$ cat src/rtl/kmap_preimage_scan.sv
// Streams every minterm of a latched 4-input truth table whose cell class matches a target,
// lowest index first, over a valid/ready handshake.
module kmap_preimage_scan #(
  parameter int NV = 4
) (
  input  logic              clk,
  input  logic              reset,
  input  logic              start,
  input  logic [2**NV-1:0]  table_care,
  input  logic [2**NV-1:0]  table_val,
  input  logic [1:0]        target,
  output logic              out_valid,
  input  logic              out_ready,
  output logic [NV-1:0]     out_abcd,
  output logic              out_last,
  output logic              busy,
  output logic              done,
  output logic [NV:0]       count
);

  localparam int DEPTH = 2**NV;

  typedef enum logic {IDLE, SCAN} state_t;

  state_t           state, state_next;
  logic [DEPTH-1:0] mask, mask_next, sel_mask;
  logic [NV-1:0]    low_next;
  logic             onehot_next;
  logic             fire;

  always_comb begin
    sel_mask = '0;
    case (target)
      2'b00:   sel_mask = table_care & ~table_val;
      2'b01:   sel_mask = table_care & table_val;
      2'b10:   sel_mask = ~table_care;
      default: sel_mask = table_care;
    endcase
  end

  assign fire = (state == SCAN) && out_valid && out_ready;

  // Outputs are registered, so decode them from the mask the next cycle will hold.
  always_comb begin
    state_next = state;
    mask_next  = mask;
    case (state)
      IDLE: begin
        if (start) begin
          mask_next  = sel_mask;
          state_next = SCAN;
        end
      end
      default: begin
        if (mask == '0)
          state_next = IDLE;
        else if (fire)
          mask_next = mask & (mask - DEPTH'(1));
      end
    endcase
  end

  always_comb begin
    low_next = '0;
    for (int i = DEPTH - 1; i >= 0; i--)
      if (mask_next[i])
        low_next = NV'(i);
    onehot_next = (mask_next != '0) && ((mask_next & (mask_next - DEPTH'(1))) == '0);
  end

  always_ff @(posedge clk) begin
    if (reset) begin
      state     <= IDLE;
      mask      <= '0;
      count     <= '0;
      out_valid <= 1'b0;
      out_abcd  <= '0;
      out_last  <= 1'b0;
      busy      <= 1'b0;
      done      <= 1'b0;
    end else begin
      state     <= state_next;
      mask      <= mask_next;
      busy      <= (state_next == SCAN);
      out_valid <= (state_next == SCAN) && (mask_next != '0);
      out_abcd  <= ((state_next == SCAN) && (mask_next != '0)) ? low_next : '0;
      out_last  <= (state_next == SCAN) && onehot_next;
      done      <= (state_next == SCAN) && (mask_next == '0);
      if (state == IDLE && start)
        count <= '0;
      else if (fire)
        count <= count + (NV+1)'(1);
    end
  end

endmodule
$ cat config.mk
export PLATFORM = sky130hd
export DESIGN_NAME = kmap_preimage_scan
export DESIGN_NICKNAME = d
export VERILOG_FILES = /design/src/rtl/kmap_preimage_scan.sv
export SDC_FILE = /design/constraint.sdc
export NUM_CORES = 1
export LEC_CHECK = 0
export ABC_AREA = 1
export BUFFER_PORTS_ARGS = -buffer_cell sky130_fd_sc_hd__buf_2
export CAP_MARGIN = 20
export CORE_UTILIZATION = 40
export CTS_CLUSTER_SIZE = 24
export DETAILED_ROUTE_END_ITERATION = 10
export PLACE_DENSITY = 0.73
export RECOVER_POWER = 100
export SLEW_MARGIN = 15
export SYNTH_ARGS = -nofsm -noshare
export SYNTH_HDL_FRONTEND = slang
export SYNTH_SLANG_ARGS = --single-unit
export TNS_END_PERCENT = 100
$ cat constraint.sdc
create_clock -name clk -period 2.4 [get_ports clk]
set_input_delay 0.48 -clock clk [delete_from_list [all_inputs] [get_ports clk]]
set_output_delay 0.48 -clock clk [all_outputs]
set_load 0.03 [all_outputs]
### After elaboration in Yosys (flattened, before gate mapping)

Cells that the tools add are included.

* output and inout bits: 13
* input port bits: 38
* bits in registers: 29

* add/sub/neg operators: 3
* reduce and logical (&&, ||, !) cells: 17
* muxes and demuxes: 23
* eq/ne operators: 2
* bitwise gates (word level): 8

Operators by type and width (number)
* $and 16x16->16: 4
* $mux 16: 4
* $logic_not 16->1: 3
* $pmux 16 s3: 1
* $mux 4: 8
* $not 16->16: 2
* $sub 16x1->16 const B: 2
* $reduce_bool 16->1: 1
* $mux 3: 4
* $reduce_or 10->1: 1
* $logic_and 1x1->1: 7
* $reduce_or 6->1: 1
* $add 5x1->5 const B: 1
* $mux 1: 4
* $mux 2: 2
* $reduce_or 4->1: 1
* $reduce_or 3->1: 1
* $eq 2x1->1 const B: 1
* $eq 2x2->1 const B: 1
* $logic_not 2->1: 1
* $not 1->1: 2
* $reduce_or 2->1: 1

### Logic depth before layout (Yosys ltp)

Gate-level depths: netlist of the first run.

* depth after elaboration: 20
* mapped depth: 23
* mapped depth without buffers: 22

### Worst setup path before layout of the first run

No wires, ideal clock.

* path type: register to register
* start: register state
* end: register out_abcd[3]
* path buffers: 0
* cell stages (with the launch flop): 16
* arrival time: 1.919 ns
* path slack: 0.362 ns
* library setup time: 0.119 ns
* cells stage by stage: dfxtp_1 > inv_2 > nor2_2 > nand2_2 > nor2_4 > nand2_2 > nor2_2 > nand2_2 > a21oi_4 > nand2_2 > nor2_2 > nand3_2 > nand2_2 > inv_2 > nand2_1 > nor4_1

* cells in the longest elaborated chain, start to end: 13
* elaborated cells on any way between the ends: 18

RTL lines
* from (decl): RTL line 25 `state_t state, state_next;`
* from (signal assigned): RTL line 82 `state <= state_next;`
* $logic_and 1x1->1 (2 in series): RTL line 41 `assign fire = (state == SCAN) && out_valid && out_ready;`
* $mux 16: RTL line 57 `else if (fire)`
* $mux 16: RTL line 55 `if (mask == '0)`
* $mux 16: RTL line 47 `case (state)`
* $mux 4 (8 in series): RTL line 66 `if (mask_next[i])`
* to (signal assigned): RTL line 86 `out_abcd <= ((state_next == SCAN) && (mask_next != '0)) ? low_next : '0;`
* to (decl): RTL line 14 `output logic [NV-1:0] out_abcd,`

Parallel ways exist; a longest one is shown, timed or not.
A chain may end at the register's enable or synchronous reset.

### Worst setup path in the final report of the first run

* start: register mask[2]
* end: register out_abcd[1]

* cells in the longest elaborated chain, start to end: 19
* elaborated cells on any way between the ends: 27

RTL lines
* from (decl): RTL line 26 `logic [DEPTH-1:0] mask, mask_next, sel_mask;`
* from (signal assigned): RTL line 83 `mask <= mask_next;`
* $sub 16x1->16: RTL line 58 `mask_next = mask & (mask - DEPTH'(1));`
* $and 16x16->16: RTL line 58
* $mux 16: RTL line 57
* $mux 16: RTL line 55
* $mux 16: RTL line 47
* $mux 4 (8 in series): RTL line 66
* $mux 3 (4 in series): RTL line 66
* $mux 2 (2 in series): RTL line 66

Parallel ways exist; a longest one is shown, timed or not.

==> impl_metrics.toml, run 1 <==
[logic_synthesis]
synth_common_cells = "nand2_1, nor2_1, inv_1"
yosys_warnings = 0
synth.most_common_cell = "nand2_1"
synth.area.mux_share_pct = 0
synth_nets = 405
syn_area_um2 = 2270
syn_avg_cell_area_um2 = 6.19
synth_edf_count = 0
yosysUniqueCellTypes = 38
synthTopCellsByArea = "dfxtp_1, nand2_1, nor2_1"
ys_seq_area_share_pct = 25.6
synth_top_family_by_area = "simple AND/OR/NAND/NOR gates"
ys_ff_latch = 29
syn_inst = 366
synthXorXnorAreaFrac_pct = 0.387
synth_simple_gate_area_share_pct = 37.8
synth-main-ff-cell = "dfxtp_1"
synth_compound_area_share_pct = 24.4
yosysTopAreaCell = "dfxtp_1"
synthAdderAreaFrac_pct = 0.994
synth_top_area_share_pct = 25.6
synthArstFlopShare_pct = 0

[timing]
hold_viol = 0
report.final.slew_viol_count = 0
rsz0062_at_grt = "false"
relSlewSlack_pct = 74.7
fin_ws_ns = 0.194
setup_viol = 0
fin_crit_ns = 2.21
clock_skew_ns = 0.00797
worst_slew_pin_slew_ns = 0.382
max_freq_mhz = 453
finalCritPeriodShare_pct = 91.9

[routing]
wire_per_inst_um = 12.6
via_count = 2534
viasPerCell = 5.04
drtAntennaViolNets = 0
post-route-drc-count = 0
firstDrtPassIters = 4
drt_wl_total_um = 6360
drt-initial-drc-count = 143

[placement]
dp.final_hpwl_um = 5050
gp_congestion = 0.956
place_ws_ns = -0.0429
post_dp_cell_area_um2 = 2670
io_buffers = 50

[finish]
nNetsFinal = 469
final_area_um2 = 2770
syn_to_final_growth_pct = 22.3
antennaDiodeCount = 0
drive_gt1_share_pct = 23.0
final_core_util_pct = 50.6

[clock_network]
cts.clk_slew.worst_paths_ns = 0.06
cts.path.max_buffers = 2
numCtsBuffers = 5
clock-sinks = 29
cts_root_buf = "clkbuf_8"
cts_tree = "built"
htreeDepth = 2
cts_setup_buffers = 0
clock_latency_ns = 0.28

[floorplanning]
num_rows = 27
initial_core_util_pct = 41.4
fp.dieH_um = 77.3
die_x_um = 77.3
dieArea_um2 = 5970
core_area_um2 = 5470
io_pins = 51

[global_routing]
grt_max_degree = 27
grt_overflow = 0
antenna_found_initial = 0
grt_pass1_vias = 2395
grt_first_pass_wirelength_um = 10800
grt_usage_pct = 22.7

[min_path]
hp-class = "reg -> reg"

[critical_path]
worstSetupStartpoint = "mask[2]"
cp_max_fo = 3
cp.arrival_ns = 2.36
reg2reg_depth = 14
required_ns = 2.56
endpoint_kind = "register"
reg2reg_from = "mask[2]"
crit_end = "out_abcd[1]"
worstSetupPathType = "reg -> reg"
r2r_slack_ns = 0.19
r2r_end = "out_abcd[1]"
cp-start-kind = "register"

[power]
ir_worst_vdd_v = 0.000257
p_per_area_nw_per_um2 = 596
leakage_nw = 1.26

[status]
outcome = "finished, final reports clean"

[flow_run]
drv_cap = 0
critical path, cell delays in order (launching register included):
cell and delay (ns):
dfxtp_1 0.34, nor2_1 0.20, nand2_1 0.17, inv_1 0.13, nand4_1 0.16, o211ai_2 0.18
nand2_2 0.09, nor2_1 0.18, nand2_2 0.08, nor2_2 0.17, nand3_2 0.11, nand2_2 0.10
inv_2 0.05, nand2_1 0.07, a21oi_1 0.06
registers in the layout (all words and copies together) (netlist names):
signal and count:
out_last 1, out_valid 1, out_abcd 4, state 1, done 1, count 5
mask 16
cells by family after synthesis:
logic type	after synthesis
adders and majority gates	2
xor gates and xnor gates	1
buffers and inverters	53
DFF	29
AOI/OAI and AO/OA	91
and+or+nand+nor	190
layout by cell type (no fill, tap or decap), drive strengths merged:
cell    synthesis  layout
nand2          92      92
nor2           63      63
buf            11      56
o21ai          41      41
inv            37      37
dfxtp          29      29
clkbuf          4      23
a21oi          22      22
o211ai         22      22
nand3          22      22
nand4           6       6
nor3            5       5
or2             1       1
o21a            1       1
clkinv          1       1
a21boi          1       1
nor4            1       1
o21bai          1       1
o22ai           1       1
maj3            1       1
a31oi           1       1
a22o            1       1
xor2            1       1
ha              1       1
bufinv          0       1
final cells by class:
type,instances,area [µm²]
Tap cell,72,90.1
Multi-Input combinational cell,284,1450
Inverter,38,145
Fill cell,575,2700
Clock buffer,7,86.3
Sequential cell,29,581
Timing Repair Buffer,72,394
Clock inverter,1,30.0
metrics by stage:
step | TNS, ns | hold slack [ns] | std cells | power, W
2_1_floorplan | 0 | 0.493 | 366 | 0.000963
3_3_place_gp | -0.0373 | 0.478 | 495 | 0.00115
3_5_place_dp | -0.113 | 0.496 | 495 | 0.00115
4_1_cts | 0 | 0.506 | 503 | 0.00166
5_1_grt | 0 | 0.538 | 503 | 0.00176
6_report | 0 | 0.505 | 503 | 0.00165
where the power goes:
part           switching, W  total (W)  internal (W)
clock network      0.000174   0.000512      0.000338
registers         0.0000347   0.000550      0.000515
logic              0.000374   0.000588      0.000215
timing repair:
action / CTS / global route
gates resized for setup: 0 / 5
setup endpoints to repair: 0 / 4
hold buffers: 0 / 0
metal layers:
layer	routed length, µm	GRT usage, %	part of all wire, %	up-vias
met5	0	0	0	-
met4	88	7.36	1.4	0
met3	289	4.17	4.5	9
met2	2800	36.5	44	66
met1	3180	30.4	50	1115
li1	-	-	-	1344
worst min-delay path by stage:
stage	depth (start not counted)	from	end
floorplan	2	mask[15]	mask[15]
global placement	2	count[3]	count[3]
detailed placement	2	count[3]	count[3]
CTS	2	count[3]	count[3]
global route	2	count[4]	count[4]
finish	2	count[3]	count[3]
Note: power is estimated with default switching activity, not from simulation.
==> run 2, diff against run 1 <==
--- a/config.mk
+++ b/config.mk
@@ -7,11 +7,12 @@
 export LEC_CHECK = 0
 export ABC_AREA = 1
 export BUFFER_PORTS_ARGS = -buffer_cell sky130_fd_sc_hd__buf_2
-export CAP_MARGIN = 20
-export CORE_UTILIZATION = 40
+export CAP_MARGIN = 15
+export CORE_ASPECT_RATIO = 0.8
+export CORE_UTILIZATION = 55
 export CTS_CLUSTER_SIZE = 24
 export DETAILED_ROUTE_END_ITERATION = 10
-export PLACE_DENSITY = 0.73
+export PLACE_DENSITY = 0.92
 export RECOVER_POWER = 100
 export SLEW_MARGIN = 15
 export SYNTH_ARGS = -nofsm -noshare
==> run 2 against run 1 <==
Effect of this change:
- hold slack gained 0.015 ns
- largest cell class unchanged
- via count grew 5.5%
- clock skew shrank 0.0035 ns
- highest routed layer unchanged
- die area shrank 27%
- flip-flop and latch count is the same
- worst setup slack lost 0.075 ns
- first-iteration DRC count grew 99%
- count of clock-buffer cells in the layout shrank 2
- maximum frequency shrank 3.3%
- power shrank 5.7%
==> impl_metrics.toml, run 2 (same netlist as run 1, synthesis figures left out) <==
[global_routing]
grt_first_pass_wirelength_um = 10600
grt_overflow = 0
grt_pass1_vias = 2317
antenna_found_initial = 0
grt_max_degree = 26
grt_usage_pct = 32.2

[placement]
gp_congestion = 1.00
io_buffers = 50
dp.final_hpwl_um = 4920
dp_cells = 475
place_ws_ns = -0.126

[timing]
fin_crit_ns = 2.28
worst_slew_pin_slew_ns = 0.366
hold_viol = 0
rsz0062_at_grt = "false"
clock_skew_ns = 0.00445
report.final.slew_viol_count = 0
setup_viol = 0
finalCritPeriodShare_pct = 95.0
relSlewSlack_pct = 75.6
fin_ws_ns = 0.119
max_freq_mhz = 438

[clock_network]
htreeDepth = 2
clock_latency_ns = 0.30
numCtsBuffers = 5
cts.path.max_buffers = 2
cts_root_buf = "clkbuf_8"
cts.clk_slew.worst_paths_ns = 0.07
cts_tree = "built"
cts_setup_buffers = 0
ctsResizeCount = 0
hold_buffers = 0
clock-sinks = 29

[critical_path]
endpoint_kind = "register"
reg2reg_depth = 15
worstSetupPathType = "reg -> reg"
required_ns = 2.64
worstSetupStartpoint = "mask[0]"
cp.depth = 15
cp-start-kind = "register"
critPathTopFamily = "simple AND/OR/NAND/NOR gates"
slowest_stage = "dfxtp_1"
critPathBufInv = 1
cp_max_fo = 4
critPathMostFrequentCell = "nand2_2"
cp.arrival_ns = 2.52
r2r_slack_ns = 0.12
cp_cell_sequence = "nor2_2 -> nand2_1 -> clkinv_1 -> nand2_2 -> nor2_4 -> nand2_2 -> nor2_2 -> nand2_2 -> a21oi_4 -> nand2_2 -> nor2_2 -> nand2_1 -> o22ai_1 -> nand3_1 -> nor2_1"
reg2reg_from = "mask[0]"
critPathMaxStageDelay_ns = 0.34
r2r_end = "out_last"
crit_end = "out_last"

[status]
outcome = "finished, final reports clean"

[finish]
reg_top3 = "mask (16), count (5), out_abcd (4)"
final_cells = 483
antennaDiodeCount = 0
final_common_cell = "nand2_1"
multi_input_area_um2 = 1450
largest-register = "mask"
layout_common_cells = "nand2_1, nor2_1, buf_2, inv_1"
nNetsFinal = 466
num-fill-cells = 366
ff_latch_area_um2 = 581
drive_gt1_share_pct = 23.4
syn_to_final_growth_pct = 19.5
largest_reg_flops = 16

[routing]
post-route-drc-count = 0
viasPerCell = 5.54
drt_wl_total_um = 6490
drt-initial-drc-count = 285
via_count = 2674
wire_per_inst_um = 13.4
firstDrtPassIters = 7
drtAntennaViolNets = 0

[floorplanning]
fp.dieH_um = 59.4
dieArea_um2 = 4380
io_pins = 51
num_rows = 20
initial_core_util_pct = 58.4
die_x_um = 73.8
core_area_um2 = 3880

[min_path]
hp-class = "reg -> reg"

[power]
p_per_area_nw_per_um2 = 575
ir_worst_vdd_v = 0.000361
leakage_nw = 1.23

[flow_run]
drv_cap = 0
## run 2: metrics by stage
stage	hold WS (ns)	power, W	util, %	area [µm²]	setup TNS (ns)
after floorplan	0.493	0.000963	-	2270	0
final	0.520	0.00156	69.8	2710	0
after global placement	0.474	0.00112	67.7	2630	-0.0819
after global routing	0.561	0.00165	69.8	2710	0
after CTS	0.513	0.00153	70.0	2710	0
after detailed placement	0.494	0.00113	67.7	2630	-0.342
## run 2: worst min-delay path by stage
| stage | from | endpoint | slack [ns] | cells after the start |
|---|---|---|---|---|
| after floorplan | mask[15] | mask[15] | 0.49 | 2 |
| after global placement | count[3] | count[3] | 0.47 | 2 |
| after detailed placement | count[4] | count[4] | 0.49 | 2 |
| after CTS | count[4] | count[4] | 0.51 | 2 |
| after global routing | count[1] | count[1] | 0.56 | 2 |
| final | count[4] | count[4] | 0.52 | 2 |
## run 2: routing by layer
metal | track usage, % | wire length, µm | part of all wire [%] | vias up
li1 | - | - | - | 1335
met1 | 43.0 | 2840 | 44 | 1185
met2 | 52.4 | 2950 | 45 | 135
met3 | 5.95 | 579 | 8.9 | 19
met4 | 10.4 | 127 | 2.0 | 0
met5 | 0 | 0 | 0 | -
## run 2: cell type report
cell class,instances,area share (%)
clock buffer,5,2.54
clock inverter,3,0.647
inverter,38,5.36
multi-input combinational,284,53.6
sequential,29,21.4
tap,55,2.54
timing repair buffer,69,13.9
## run 2: worst reg2reg max path, stage by stage, from the launching register on
cell and delay (ns):
dfxtp_1 0.34, nor2_2 0.16, nand2_1 0.16, clkinv_1 0.10
nand2_2 0.06, nor2_4 0.14, nand2_2 0.08, nor2_2 0.12
nand2_2 0.07, a21oi_4 0.18, nand2_2 0.13, nor2_2 0.17
nand2_1 0.11, o22ai_1 0.19, nand3_1 0.11, nor2_1 0.10
## run 2: where the power goes
part	total (W)	switching (W)	internal [W]
Sequential	0.000549	0.0000341	0.000515
Combinational	0.000592	0.000387	0.000204
Clock	0.000416	0.000217	0.000200
==> run 3, diff against run 2 <==
--- a/config.mk
+++ b/config.mk
@@ -9,10 +9,10 @@
 export BUFFER_PORTS_ARGS = -buffer_cell sky130_fd_sc_hd__buf_2
 export CAP_MARGIN = 15
 export CORE_ASPECT_RATIO = 0.8
-export CORE_UTILIZATION = 55
+export CORE_UTILIZATION = 59
 export CTS_CLUSTER_SIZE = 24
 export DETAILED_ROUTE_END_ITERATION = 10
-export PLACE_DENSITY = 0.92
+export PLACE_DENSITY = 0.95
 export RECOVER_POWER = 100
 export SLEW_MARGIN = 15
 export SYNTH_ARGS = -nofsm -noshare
==> constraint.sdc (replaced) <==
create_clock -name clk -period 2.64 [get_ports clk]
set_input_delay 0.528 -clock clk [delete_from_list [all_inputs] [get_ports clk]]
set_output_delay 0.528 -clock clk [all_outputs]
set_load 0.03 [all_outputs]
==> run 3 against run 2 <==
Effect of this change:
- hold slack worse by 0.024 ns
- die area decreased by 6.6%
- register-to-register slack better by 0.04 ns
- cell count decreased by 5.4%
- the run now ends with design-rule violations left
- highest routed layer unchanged
- clock power fell by 11%
- wire length down 1.1%
- core utilization is 2.4 points higher
- first-iteration DRC count fell by 2.5%
- count of clock-buffer cells in the layout did not move
- sequential share of layout area increased by 1.3 points
- combinational power is 15% lower
- maximum frequency down 8.0%
==> impl_metrics.toml, run 3 (same netlist as run 1, synthesis figures left out) <==
[clock_network]
cts.clk_slew.worst_paths_ns = 0.07
cts.path.max_buffers = 2
cts_tree = "built"
clock-sinks = 29
numCtsBuffers = 5
clock_latency_ns = 0.29
cts_setup_buffers = 0
hold_buffers = 0
htreeDepth = 2
cts_root_buf = "clkbuf_8"

[timing]
rsz0062_at_grt = "false"
hold_viol = 0
fin_crit_ns = 2.48
report.final.slew_viol_count = 0
max_freq_mhz = 404
fin_ws_ns = 0.162
finalCritPeriodShare_pct = 93.9
relSlewSlack_pct = 62.0
worst_slew_pin_slew_ns = 0.564
setup_viol = 0
setup_tns_ns = 0
clock_skew_ns = 0.00554

[power]
power_frac_seq_pct = 36.5
p_sw_share_pct = 40.9
p_switching_w = 0.000562
p_comb_share_pct = 36.6
pwr-share-clk_pct = 27.0
leakage_nw = 1.17
p_per_area_nw_per_um2 = 537
ir_worst_vdd_v = 0.000414
p_int_w = 0.000811

[critical_path]
worstSetupStartpoint = "mask[0]"
cp-start-kind = "register"
slowest_stage = "o21ai_0"
required_ns = 2.82
cp_max_fo = 4
critPathMaxStageDelay_ns = 0.48
critPathMostFrequentCell = "nand2_1"
reg2reg_depth = 12
r2r_end = "out_abcd[1]"
endpoint_kind = "register"
reg2reg_from = "mask[0]"
cp.arrival_ns = 2.65
worstSetupPathType = "reg -> reg"
cp_cell_sequence = "nor2_2 -> nand2_1 -> nor3_1 -> a21boi_0 -> o21ai_0 -> nand2_1 -> nor2_1 -> nand3_2 -> nand2_2 -> inv_2 -> nand2_1 -> a21oi_1"
r2r_slack_ns = 0.16

[placement]
place_ws_ns = 0.0594
gp_congestion = 1.01
io_buffers = 50
post_dp_cell_area_um2 = 2510
dp_cells = 449
dp.final_hpwl_um = 4830

[finish]
antennaDiodeCount = 0
final_core_util_pct = 72.2
layout_common_cells = "nand2_1, nor2_1, buf_2, inv_1, o21ai_0"
num-fill-cells = 325
syn_to_final_growth_pct = 12.8
largest-register = "mask"
nNetsFinal = 453
final_area_um2 = 2560
reg_top3 = "mask (16), count (5), out_abcd (4)"
final_cells = 457
final_common_cell = "nand2_1"
largest_reg_flops = 16
drive_gt1_share_pct = 18.8

[routing]
firstDrtPassIters = 10
drt_wl_total_um = 6420
via_count = 2640
wire_per_inst_um = 14.0
drtAntennaViolNets = 0
drt-initial-drc-count = 278
post-route-drc-count = 3
viasPerCell = 5.78

[min_path]
whs_path_depth = 2
worstHoldEndpoint = "count[3]"
min_from = "count[3]"
hp-class = "reg -> reg"

[global_routing]
antenna_found_initial = 0
grt_overflow = 0
grt_usage_pct = 33.4
grt_first_pass_wirelength_um = 10400
grt_max_degree = 24
grt_pass1_vias = 2336

[status]
outcome = "complete, but fails checks"
violations = "design-rule violations"

[floorplanning]
dieArea_um2 = 4090
io_pins = 51
core_area_um2 = 3540
die_x_um = 71.3
fp.dieH_um = 57.4
num_rows = 19
initial_core_util_pct = 64.0

[flow_run]
drv_cap = 0
-- run 3: cell types whose count changed in the layout (fill, tap and decap cells not counted), sizes merged --
cell,delta
buf,-13
-- run 3: area by class of cell --
type | instances | area, µm² | share of cell area, %
clock buffer | 5 | 68.8 | 2.69
clock inverter | 3 | 17.5 | 0.685
inverter | 38 | 145 | 5.68
multi-input combinational | 284 | 1410 | 55.3
sequential | 29 | 581 | 22.7
tap | 42 | 52.6 | 2.06
timing repair buffer | 56 | 278 | 10.9
-- run 3: layer usage --
metal / track usage [%] / vias to the layer above / routed length (µm)
met5: 0 / - / 0
met4: 14.9 / 0 / 242
met3: 9.89 / 25 / 744
met2: 53.9 / 168 / 2750
met1: 41.4 / 1134 / 2690
li1: - / 1313 / -
-- run 3: power by group through the flow --
stage / Clock [W] / Sequential [W] / Combinational [W]
after floorplan: 0 / 0.000518 / 0.000357
final: 0.000371 / 0.000501 / 0.000502
after detailed placement: 0 / 0.000509 / 0.000493
after CTS: 0.000372 / 0.000499 / 0.000500
after global routing: 0.000398 / 0.000502 / 0.000555
after global placement: 0 / 0.000508 / 0.000487
-- run 3: worst max path at each step --
| stage | to | slack (ns) | cells past startpoint |
|---|---|---|---|
| after floorplan | out_abcd[3] | 0.60 | 15 |
| after global routing | out_abcd[1] | 0.05 | 12 |
| after global placement | out_abcd[0] | 0.09 | 23 |
| after CTS | out_abcd[0] | 0.35 | 23 |
| after detailed placement | out_abcd[0] | 0.06 | 23 |
| final | out_abcd[1] | 0.16 | 12 |
-- run 3: metrics by stage --
stage,hold WS (ns),total power [W]
final,0.496,0.00137
after CTS,0.494,0.00137
after global routing,0.526,0.00145
after detailed placement,0.485,0.00100
after floorplan,0.493,0.000875
after global placement,0.479,0.000996
-- run 3: timing repair --
item / CTS / global route
gates resized for setup: 0 / 1
endpoints found under the hold margin: 0 / 0
endpoints found under the setup margin: 0 / 1
-- run 3: critical path, delay by kind of cell, from the launching register on --
family                 cells  cell delay, ns
AND/OR/NAND/NOR            8            1.31
AO/OA/AOI/OAI              3            0.65
flip-flops                 1            0.34
buffers and inverters      1            0.05
